--- src/rtl/controle_jogo_sudoku.sv ---
// ---------------------------------------------------------------------------
// controle_jogo_sudoku
//
// Game-sequencing controller for the Sudoku datapath. It collects a move
// (row, column, value) from the player's switches and confirm button. It
// rejects out-of-range entries and prefilled cells, then hands the move to
// the verifier and reacts to its result code. It also keeps the move and
// error counters shown on the display.
//
// Parameters
//   TIMEOUT_CICLOS : cycles allowed in VERIFICA_JOGADA before a timeout
//   MAX_ERROS      : errors tolerated before defeat (1..3), used only when
//                    the LIMITE_ERROS_EN macro is defined
//
// Optional feature
//   `define LIMITE_ERROS_EN : allow up to MAX_ERROS invalid moves before
//                             defeat; otherwise the first error ends the game
//
// Ports
//   clk            in  : system clock, rising edge
//   rst            in  : synchronous active-high reset
//   confirma       in  : single-cycle confirm pulse (debounced upstream)
//   entrada[3:0]   in  : player switches
//   posFixa        in  : 1 = cell at regLinha/regColuna is prefilled
//   saidaValor[2:0]in  : verifier result (100 ok, 101 ok+complete, 110 bad)
//   regLinha/regColuna/regValor[3:0] out : move registers, 0 = empty
//   enableVerifica out : verifier enable
//   estado[2:0]    out : current state encoding
//   contJogadas[6:0] out : accepted moves, saturating at 81
//   contErros[1:0] out : invalid moves
//   erroEntrada    out : one-cycle pulse on a rejected entry
//   fimJogo        out : game over
//   venceu         out : game won (valid while fimJogo = 1)
// ---------------------------------------------------------------------------
module controle_jogo_sudoku #(
  parameter int TIMEOUT_CICLOS = 64,
  parameter int MAX_ERROS      = 3
) (
  input  logic       clk,
  input  logic       rst,
  input  logic       confirma,
  input  logic [3:0] entrada,
  input  logic       posFixa,
  input  logic [2:0] saidaValor,
  output logic [3:0] regLinha,
  output logic [3:0] regColuna,
  output logic [3:0] regValor,
  output logic       enableVerifica,
  output logic [2:0] estado,
  output logic [6:0] contJogadas,
  output logic [1:0] contErros,
  output logic       erroEntrada,
  output logic       fimJogo,
  output logic       venceu
);

  typedef enum logic [2:0] {
    RECEBE_LINHA    = 3'd0,
    RECEBE_COLUNA   = 3'd1,
    RECEBE_VALOR    = 3'd2,
    VERIFICA_POS    = 3'd3,
    VERIFICA_JOGADA = 3'd4,
    LIBERA          = 3'd5,
    FIM_VITORIA     = 3'd6,
    FIM_DERROTA     = 3'd7
  } estado_t;

  localparam int                WD_W        = (TIMEOUT_CICLOS > 1) ? $clog2(TIMEOUT_CICLOS) : 1;
  localparam logic [WD_W-1:0]   WD_ULTIMO   = WD_W'(TIMEOUT_CICLOS - 1);
  localparam logic [6:0]        MAX_JOGADAS = 7'd81;

  // Without the error-limit feature the game behaves as if the limit were
  // one: the first error reaches the defeat compare with contErros = 1.
`ifdef LIMITE_ERROS_EN
  localparam logic [1:0] LIMITE_ERROS = 2'(MAX_ERROS);
`else
  localparam logic [1:0] LIMITE_ERROS = 2'd1;
`endif

  // Registered state and outputs
  estado_t         r_estado;
  logic [3:0]      r_linha, r_coluna, r_valor;
  logic            r_enable, r_erro_entrada, r_fim, r_venceu;
  logic [6:0]      r_cont_jogadas;
  logic [1:0]      r_cont_erros;
  logic [WD_W-1:0] r_watchdog;

  // Next-state values
  estado_t         w_prox;
  logic [3:0]      w_linha, w_coluna, w_valor;
  logic            w_erro_entrada;
  logic [6:0]      w_cont_jogadas;
  logic [1:0]      w_cont_erros;
  logic [WD_W-1:0] w_watchdog;

  // Input decode
  logic       w_entrada_ok;
  logic       w_res_aceita, w_res_vitoria, w_res_invalida, w_timeout;
  logic [6:0] w_jogadas_inc;
  logic [1:0] w_erros_inc;

  assign w_entrada_ok   = (entrada >= 4'd1) && (entrada <= 4'd9);
  // Codes other than 100/101/110 are treated as "busy".
  assign w_res_aceita   = (saidaValor == 3'b100);
  assign w_res_vitoria  = (saidaValor == 3'b101);
  assign w_res_invalida = (saidaValor == 3'b110);
  assign w_timeout      = (r_watchdog == WD_ULTIMO);
  assign w_jogadas_inc  = (r_cont_jogadas == MAX_JOGADAS) ? r_cont_jogadas
                                                          : r_cont_jogadas + 7'd1;
  assign w_erros_inc    = r_cont_erros + 2'd1;

  always_comb begin
    // NOTE: every signal gets a default before the case so no path leaves
    // one unassigned, which would otherwise infer a latch.
    w_prox         = r_estado;
    w_linha        = r_linha;
    w_coluna       = r_coluna;
    w_valor        = r_valor;
    w_erro_entrada = 1'b0;
    w_cont_jogadas = r_cont_jogadas;
    w_cont_erros   = r_cont_erros;
    w_watchdog     = '0;

    unique case (r_estado)
      RECEBE_LINHA: if (confirma) begin
        if (w_entrada_ok) begin
          w_linha = entrada;
          w_prox  = RECEBE_COLUNA;
        end else begin
          w_erro_entrada = 1'b1;
        end
      end
      RECEBE_COLUNA: if (confirma) begin
        if (w_entrada_ok) begin
          w_coluna = entrada;
          w_prox   = RECEBE_VALOR;
        end else begin
          w_erro_entrada = 1'b1;
        end
      end
      RECEBE_VALOR: if (confirma) begin
        if (w_entrada_ok) begin
          w_valor = entrada;
          w_prox  = VERIFICA_POS;
        end else begin
          w_erro_entrada = 1'b1;
        end
      end
      VERIFICA_POS: begin
        if (posFixa) begin
          w_erro_entrada = 1'b1;
          w_linha        = 4'd0;
          w_coluna       = 4'd0;
          w_valor        = 4'd0;
          w_prox         = RECEBE_LINHA;
        end else begin
          w_prox = VERIFICA_JOGADA;
        end
      end
      VERIFICA_JOGADA: begin
        // A result arriving in the timeout cycle takes priority.
        if (w_res_aceita) begin
          w_cont_jogadas = w_jogadas_inc;
          w_prox         = LIBERA;
        end else if (w_res_vitoria) begin
          w_cont_jogadas = w_jogadas_inc;
          w_prox         = FIM_VITORIA;
        end else if (w_res_invalida || w_timeout) begin
          w_cont_erros = w_erros_inc;
          w_prox       = (w_erros_inc == LIMITE_ERROS) ? FIM_DERROTA : LIBERA;
        end else begin
          w_watchdog = r_watchdog + 1'b1;
        end
      end
      LIBERA: begin
        w_linha  = 4'd0;
        w_coluna = 4'd0;
        w_valor  = 4'd0;
        w_prox   = RECEBE_LINHA;
      end
      default: ; // FIM_VITORIA / FIM_DERROTA hold until reset
    endcase
  end

  always_ff @(posedge clk) begin
    // NOTE: sequential state uses non-blocking assignments so every register
    // samples the values from before this edge.
    if (rst) begin
      r_estado       <= RECEBE_LINHA;
      r_linha        <= 4'd0;
      r_coluna       <= 4'd0;
      r_valor        <= 4'd0;
      r_enable       <= 1'b0;
      r_erro_entrada <= 1'b0;
      r_fim          <= 1'b0;
      r_venceu       <= 1'b0;
      r_cont_jogadas <= 7'd0;
      r_cont_erros   <= 2'd0;
      r_watchdog     <= '0;
    end else begin
      r_estado       <= w_prox;
      r_linha        <= w_linha;
      r_coluna       <= w_coluna;
      r_valor        <= w_valor;
      // Outputs are derived from the next state so they change on the same
      // edge as the state itself.
      r_enable       <= (w_prox == VERIFICA_JOGADA);
      r_erro_entrada <= w_erro_entrada;
      r_fim          <= (w_prox == FIM_VITORIA) || (w_prox == FIM_DERROTA);
      r_venceu       <= (w_prox == FIM_VITORIA);
      r_cont_jogadas <= w_cont_jogadas;
      r_cont_erros   <= w_cont_erros;
      r_watchdog     <= w_watchdog;
    end
  end

  assign estado         = r_estado;
  assign regLinha       = r_linha;
  assign regColuna      = r_coluna;
  assign regValor       = r_valor;
  assign enableVerifica = r_enable;
  assign erroEntrada    = r_erro_entrada;
  assign fimJogo        = r_fim;
  assign venceu         = r_venceu;
  assign contJogadas    = r_cont_jogadas;
  assign contErros      = r_cont_erros;

endmodule

--- config.mk ---
export PLATFORM = sky130hd
export DESIGN_NAME = controle_jogo_sudoku
export DESIGN_NICKNAME = d
export VERILOG_FILES = /design/src/rtl/controle_jogo_sudoku.sv
export SDC_FILE = /design/constraint.sdc
export NUM_CORES = 1
export LEC_CHECK = 0
export CAP_MARGIN = 10
export CORE_UTILIZATION = 29
export CTS_CLUSTER_SIZE = 12
export DETAILED_ROUTE_END_ITERATION = 10
export PLACE_DENSITY = 0.55
export SLEW_MARGIN = 10
export SYNTH_ARGS = -nofsm -noshare
export SYNTH_HDL_FRONTEND = slang
export SYNTH_SLANG_ARGS = --single-unit
export TNS_END_PERCENT = 10
--- constraint.sdc ---
create_clock -name clk -period 1.95 [get_ports clk]
set_input_delay 0.2925 -clock clk [delete_from_list [all_inputs] [get_ports clk]]
set_output_delay 0.2925 -clock clk [all_outputs]
set_load 0.02 [all_outputs]
==> impl_metrics.tcl, run 1 <==
set metrics [dict create \
    syn_inst 205 \
    final_nets 265 \
    cts_resized 0 \
    syn_area_per_cell_um2 8.39 \
    place_hpwl_um 3020 \
    criticalPathCategory "reg -> out" \
    layout_commonest_cell "clkdlybuf4s50_1" \
    cts_hold_buf 0 \
    syn_area_mm2 0.00172 \
    num_vias 1605 \
    drive_gt1_share_pct 11.6 \
    setup_viol 0 \
    synth-main-ff-cell "dfxtp_1" \
    critPathBufInv 1 \
    power.leakage_nw 0.800 \
    irDropWorstVdd_v 0.000250 \
    arrival_ns 1.57 \
    final-hold-violation-count 0 \
    gp_congestion 0.741 \
    grt_usage_pct 13.7 \
    drv_cap 0 \
    rsz0062_at_grt "no" \
    core_mm2 0.00561 \
    cts_root_buffer "clkbuf_8" \
    synth-seq-area-share_pct 39.6 \
    cp_slowest_cell "clkdlybuf4s50_1" \
    clock_latency_ns 0.29 \
    synth-seq-cells 34 \
    async_reset_ff_share_pct 0 \
    post_cts.repair.setup_buffers 0 \
    port_buffers 38 \
    grt_pass1_vias 1440 \
    yosysUniqueCellTypes 48 \
    min_period_over_period_pct 95.6 \
    grt_pass1_wl_um 6690 \
    min-delay-path-class "reg -> reg" \
    synth_edf_count 0 \
    max_stage_delay_ns 0.69 \
    syn_nets 220 \
    antenna_found_initial 0 \
    fin_util_pct 41.5 \
    die_area_mm2 0.00624 \
    antenna_left 0 \
    slew_headroom_pct 67.1 \
    rows 27 \
    skew_ns 0.00975 \
    powerDensity_mw_per_mm2 648 \
    start_util_pct 30.7 \
    crit_fanout 14 \
    synthToLayoutAreaGrowth_pct 35.5 \
    cp_top_family "buffers and inverters" \
    drt_wl_total_um 4100 \
    min_period_ns 1.86 \
    wl_per_cell_um 12.7 \
    tritoncts "done" \
    startpoint_type "flip-flop" \
    diodes 0 \
    final_cell_mix "clkdlybuf4s50_1 (38), dfxtp_1 (32), nand3_1 (21), a21oi_1 (20), o21ai_0 (17)" \
    die_h_um 79.0 \
    dpl_worst_slack_ns -0.0562 \
    synth_warnings 0 \
    cp-end-kind "primary output" \
    grt_max_degree 15 \
    h-tree-depth 2 \
    cts.clk_slew.worst_paths_ns 0.07 \
    io_pins 39 \
    viasPerCell 4.97 \
    cts_made_buffers 5 \
    critPathRequiredTime_ns 1.66 \
    cts_sinks 34 \
    drv_slew 0 \
    finalPower_mw 1.51 \
    fmax_mhz 537 \
    gr-total-overflow 0 \
    dr.pass1.iters 4 \
    status "finished clean" \
    drt-initial-drc-count 76 \
    drc 0 \
    die-width_um 79.0 \
    clock_path_buffers 2 \
    fin_ws_ns 0.0864 \
    tightestPinTransition_ns 0.488 \
    cp_cell_sequence "clkdlybuf4s50_1" \
]
[final cells by class]
cell class / instances / area (µm²)
flip-flops and latches: 34 / 683
fillers: 599 / 3280
inverters: 7 / 26.3
well taps: 72 / 90.1
clock inverters: 1 / 5.00
clock buffers: 7 / 86.3
multi-input cells: 151 / 961
repair buffers: 51 / 478
[where the power goes]
part / leakage (nW) / internal [mW] / total (mW) / switching [mW]
sequential: 0.276 / 0.714 / 0.733 / 0.0194
clock: 0.0482 / 0.285 / 0.540 / 0.255
combinational: 0.476 / 0.115 / 0.237 / 0.122
total: 0.800 / 1.11 / 1.51 / 0.397
[routing by layer]
layer	global-route usage [%]	up-vias	routed length (µm)
met5	0	-	0
met4	4.91	0	49
met3	3.56	4	142
met2	21.1	32	1870
met1	18.3	741	2040
li1	-	828	-
[cells in the mapped netlist (all sizes together) (2+ instances only)]
library cell	number	area, µm²
a21boi	5	37.5
a311oi	2	35.0
clkbuf	9	33.8
xor2	2	17.5
xnor2	8	70.1
o211a	2	20.0
o21ai	17	85.1
nand3	21	105
nor2	15	56.3
nor2b	2	12.5
a2bb2oi	2	17.5
buf	4	21.3
dfxtp	34	681
nor4	4	25.0
nor4b	2	17.5
and2	2	12.5
inv	7	26.3
nand2b	2	12.5
or4	2	15.0
and3	3	18.8
nand2	11	41.3
a21oi	20	100
a211oi	3	22.5
ha	4	50.1
nor3	2	10.0
[per-stage QoR]
step,std cells,hold slack [ns],area [µm²],setup TNS (ns)
6_report,323,0.451,2330,0
5_1_grt,323,0.462,2330,0
4_1_cts,323,0.455,2320,0
3_5_place_dp,315,0.444,2230,-0.157
3_3_place_gp,315,0.435,2230,-0.119
2_1_floorplan,205,0.418,1720,0
[state kept, by name, indices dropped and copies added, names as in the netlist]
| register | flops |
|---|---|
| r_watchdog | 6 |
| venceu | 1 |
| contErros | 2 |
| enableVerifica | 1 |
| regValor | 4 |
| regColuna | 4 |
| fimJogo | 1 |
| estado | 3 |
| regLinha | 4 |
| contJogadas | 7 |
| erroEntrada | 1 |
[cell families after synthesis]
kind of cell,count (synthesis),synth area share [%]
buf+inv,20,4.73
xor+xnor,10,5.09
fa+ha+maj,4,2.91
flops,34,39.6
mux,2,1.24
compound gates,60,22.7
simple gates,75,23.7
[final timing paths]
path,from,end,slack [ns],cells after the start
max,estado[1]$_SDFF_PP0_,estado[1],0.09,1
min,r_watchdog[0]$_SDFF_PP0_,r_watchdog[0]$_SDFF_PP0_,0.45,1
max reg2reg,estado[1]$_SDFF_PP0_,regValor[0]$_SDFFE_PP0P_,0.26,4
min reg2reg,r_watchdog[0]$_SDFF_PP0_,r_watchdog[0]$_SDFF_PP0_,0.45,1
Note: power is estimated with default switching activity, not from simulation.
==> run 2: changes to the inputs <==
--- a/config.mk
+++ b/config.mk
@@ -6,8 +6,10 @@
 export NUM_CORES = 1
 export LEC_CHECK = 0
 export CAP_MARGIN = 10
+export CORE_MARGIN = 1.5
 export CORE_UTILIZATION = 29
-export CTS_CLUSTER_SIZE = 12
+export CTS_CLUSTER_DIAMETER = 50
+export CTS_CLUSTER_SIZE = 28
 export DETAILED_ROUTE_END_ITERATION = 10
 export PLACE_DENSITY = 0.55
 export SLEW_MARGIN = 10
==> run 2 against run 1 <==
Against the previous run: total power fell by 0.89%; final cell count rose by 0.31%; global-route usage barely moved; final area rose by 0.27%; setup slack improved by 0.045 ns; utilization rose by 0.11 points; die area rose by 2.5%; sequential power barely moved; count of clock-buffer cells in the layout did not move; first-iteration DRC count fell by 29%; routed wire length fell by 1.3%; clock power fell by 2%; largest cell class unchanged; highest routed layer unchanged.
==> impl_metrics.tcl, run 2 (same netlist as run 1, synthesis figures left out) <==
set metrics [dict create \
    dpl_worst_slack_ns -0.0643 \
    cp_cell_sequence "buf_4 -> clkdlybuf4s50_1" \
    fin_ws_ns 0.131 \
    start_util_pct 30.7 \
    powerDensity_mw_per_mm2 641 \
    min_period_over_period_pct 93.3 \
    drv_slew 0 \
    route.met2.wl_um 1880 \
    core_mm2 0.00561 \
    clock_path_buffers 2 \
    tightestPinTransition_ns 0.501 \
    critPathRequiredTime_ns 1.66 \
    final_cell_mix "clkdlybuf4s50_1 (38), dfxtp_1 (33), nand3_1 (21), a21oi_1 (20), o21ai_0 (17)" \
    cts_made_buffers 5 \
    diodes 0 \
    num_vias 1614 \
    layout_commonest_cell "clkdlybuf4s50_1" \
    drt_wl_total_um 4050 \
    startpoint_type "flip-flop" \
    cts.clk_slew.worst_paths_ns 0.07 \
    r2r_cells 4 \
    final-hold-violation-count 0 \
    cts_sinks 34 \
    dr.pass1.iters 4 \
    worstHoldPathCells 1 \
    cp-end-kind "primary output" \
    viasPerCell 4.98 \
    cp_slowest_cell "clkdlybuf4s50_1" \
    antenna_found_initial 0 \
    routed.top_layer "met4" \
    min_period_ns 1.82 \
    largest_reg_flops 7 \
    crit_fanout 12 \
    r2r_start "estado[0]$_SDFF_PP0_" \
    synthToLayoutAreaGrowth_pct 35.9 \
    drc 0 \
    fmax_mhz 550 \
    power.leakage_nw 0.806 \
    setup_viol 0 \
    die_area_mm2 0.00640 \
    irDropWorstVdd_v 0.000330 \
    port_buffers 38 \
    arrival_ns 1.53 \
    fin_setup_tns_ns 0 \
    grt_max_degree 16 \
    rows 27 \
    gr-total-overflow 0 \
    regToRegEndpoint "regValor[2]$_SDFFE_PP0P_" \
    drt-initial-drc-count 54 \
    rsz0062_at_grt "no" \
    post_cts.repair.setup_buffers 0 \
    wl_met1_um 1980 \
    status "finished clean" \
    hp-start "r_watchdog[0]$_SDFF_PP0_" \
    hold-worst-slack_ns 0.450 \
    h-tree-depth 2 \
    final_nets 266 \
    cts_root_buffer "clkbuf_8" \
    gp_congestion 0.800 \
    grt_usage_pct 13.7 \
    grt_pass1_wl_um 6810 \
    drv_cap 0 \
    dr_wl_met3_um 126 \
    skew_ns 0.00432 \
    reg2reg_setup_slack_ns 0.28 \
    die_h_um 80.0 \
    io_pins 39 \
    clock_latency_ns 0.28 \
    max_stage_delay_ns 0.62 \
    criticalPathCategory "reg -> out" \
    drive_gt1_share_pct 11.5 \
    tritoncts "done" \
    min-delay-path-class "reg -> reg" \
    place_hpwl_um 3040 \
    die-width_um 80.0 \
    holdPathEnd "r_watchdog[0]$_SDFF_PP0_" \
    antenna_left 0 \
    grt_pass1_vias 1435 \
    slew_headroom_pct 65.9 \
    wl_per_cell_um 12.5 \
]
-- run 2: report_power, final --
group | internal (mW) | switching, mW
logic | 0.114 | 0.120
clock network | 0.285 | 0.244
registers | 0.714 | 0.0201
total | 1.11 | 0.384
-- run 2: critical path: cells and delay by family (launching register included) --
kind / cells / cell delay [ns]
flops: 1 / 0.41
buf+inv: 2 / 0.84
-- run 2: worst max-delay path by stage --
stage / slack, ns / startpoint / end
finish: 0.13 / estado[2]$_SDFF_PP0_ / estado[2]
floorplan: 0.30 / estado[2]$_SDFF_PP0_ / contJogadas[2]$_SDFFE_PP0P_
global placement: -0.08 / entrada[2] / regValor[3]$_SDFFE_PP0P_
detailed placement: -0.06 / entrada[2] / regValor[3]$_SDFFE_PP0P_
CTS: 0.005 / estado[2]$_SDFF_PP0_ / estado[2]
global route: 0.03 / estado[0]$_SDFF_PP0_ / estado[0]
-- run 2: layout make-up --
class,count,area (µm²)
well taps,72,90.1
flip-flops and latches,34,682
fillers,604,3270
repair buffers,52,485
multi-input cells,151,961
clock inverters,1,5.00
inverters,7,26.3
clock buffers,7,86.3
-- run 2: repair_timing --
item                                    4_1_cts  5_1_grt
endpoints found under the setup margin        0       13
gates resized for setup                       0        2
endpoints found under the hold margin         0        0
hold buffers                                  0        0
-- run 2: metal layers --
layer	GRT usage, %	vias to the layer above
li1	-	834
met1	18.3	749
met2	20.3	27
met3	4.11	4
met4	5.52	0
met5	0	-
-- run 2: metrics by stage --
stage / instance area [µm²] / std cells / power [mW] / utilization [%]
6_report: 2340 / 324 / 1.50 / 41.7
5_1_grt: 2340 / 324 / 1.58 / 41.7
4_1_cts: 2330 / 324 / 1.52 / 41.6
3_5_place_dp: 2240 / 316 / 0.983 / 39.9
2_1_floorplan: 1720 / 205 / 0.876 / -
3_3_place_gp: 2240 / 316 / 0.984 / 39.9
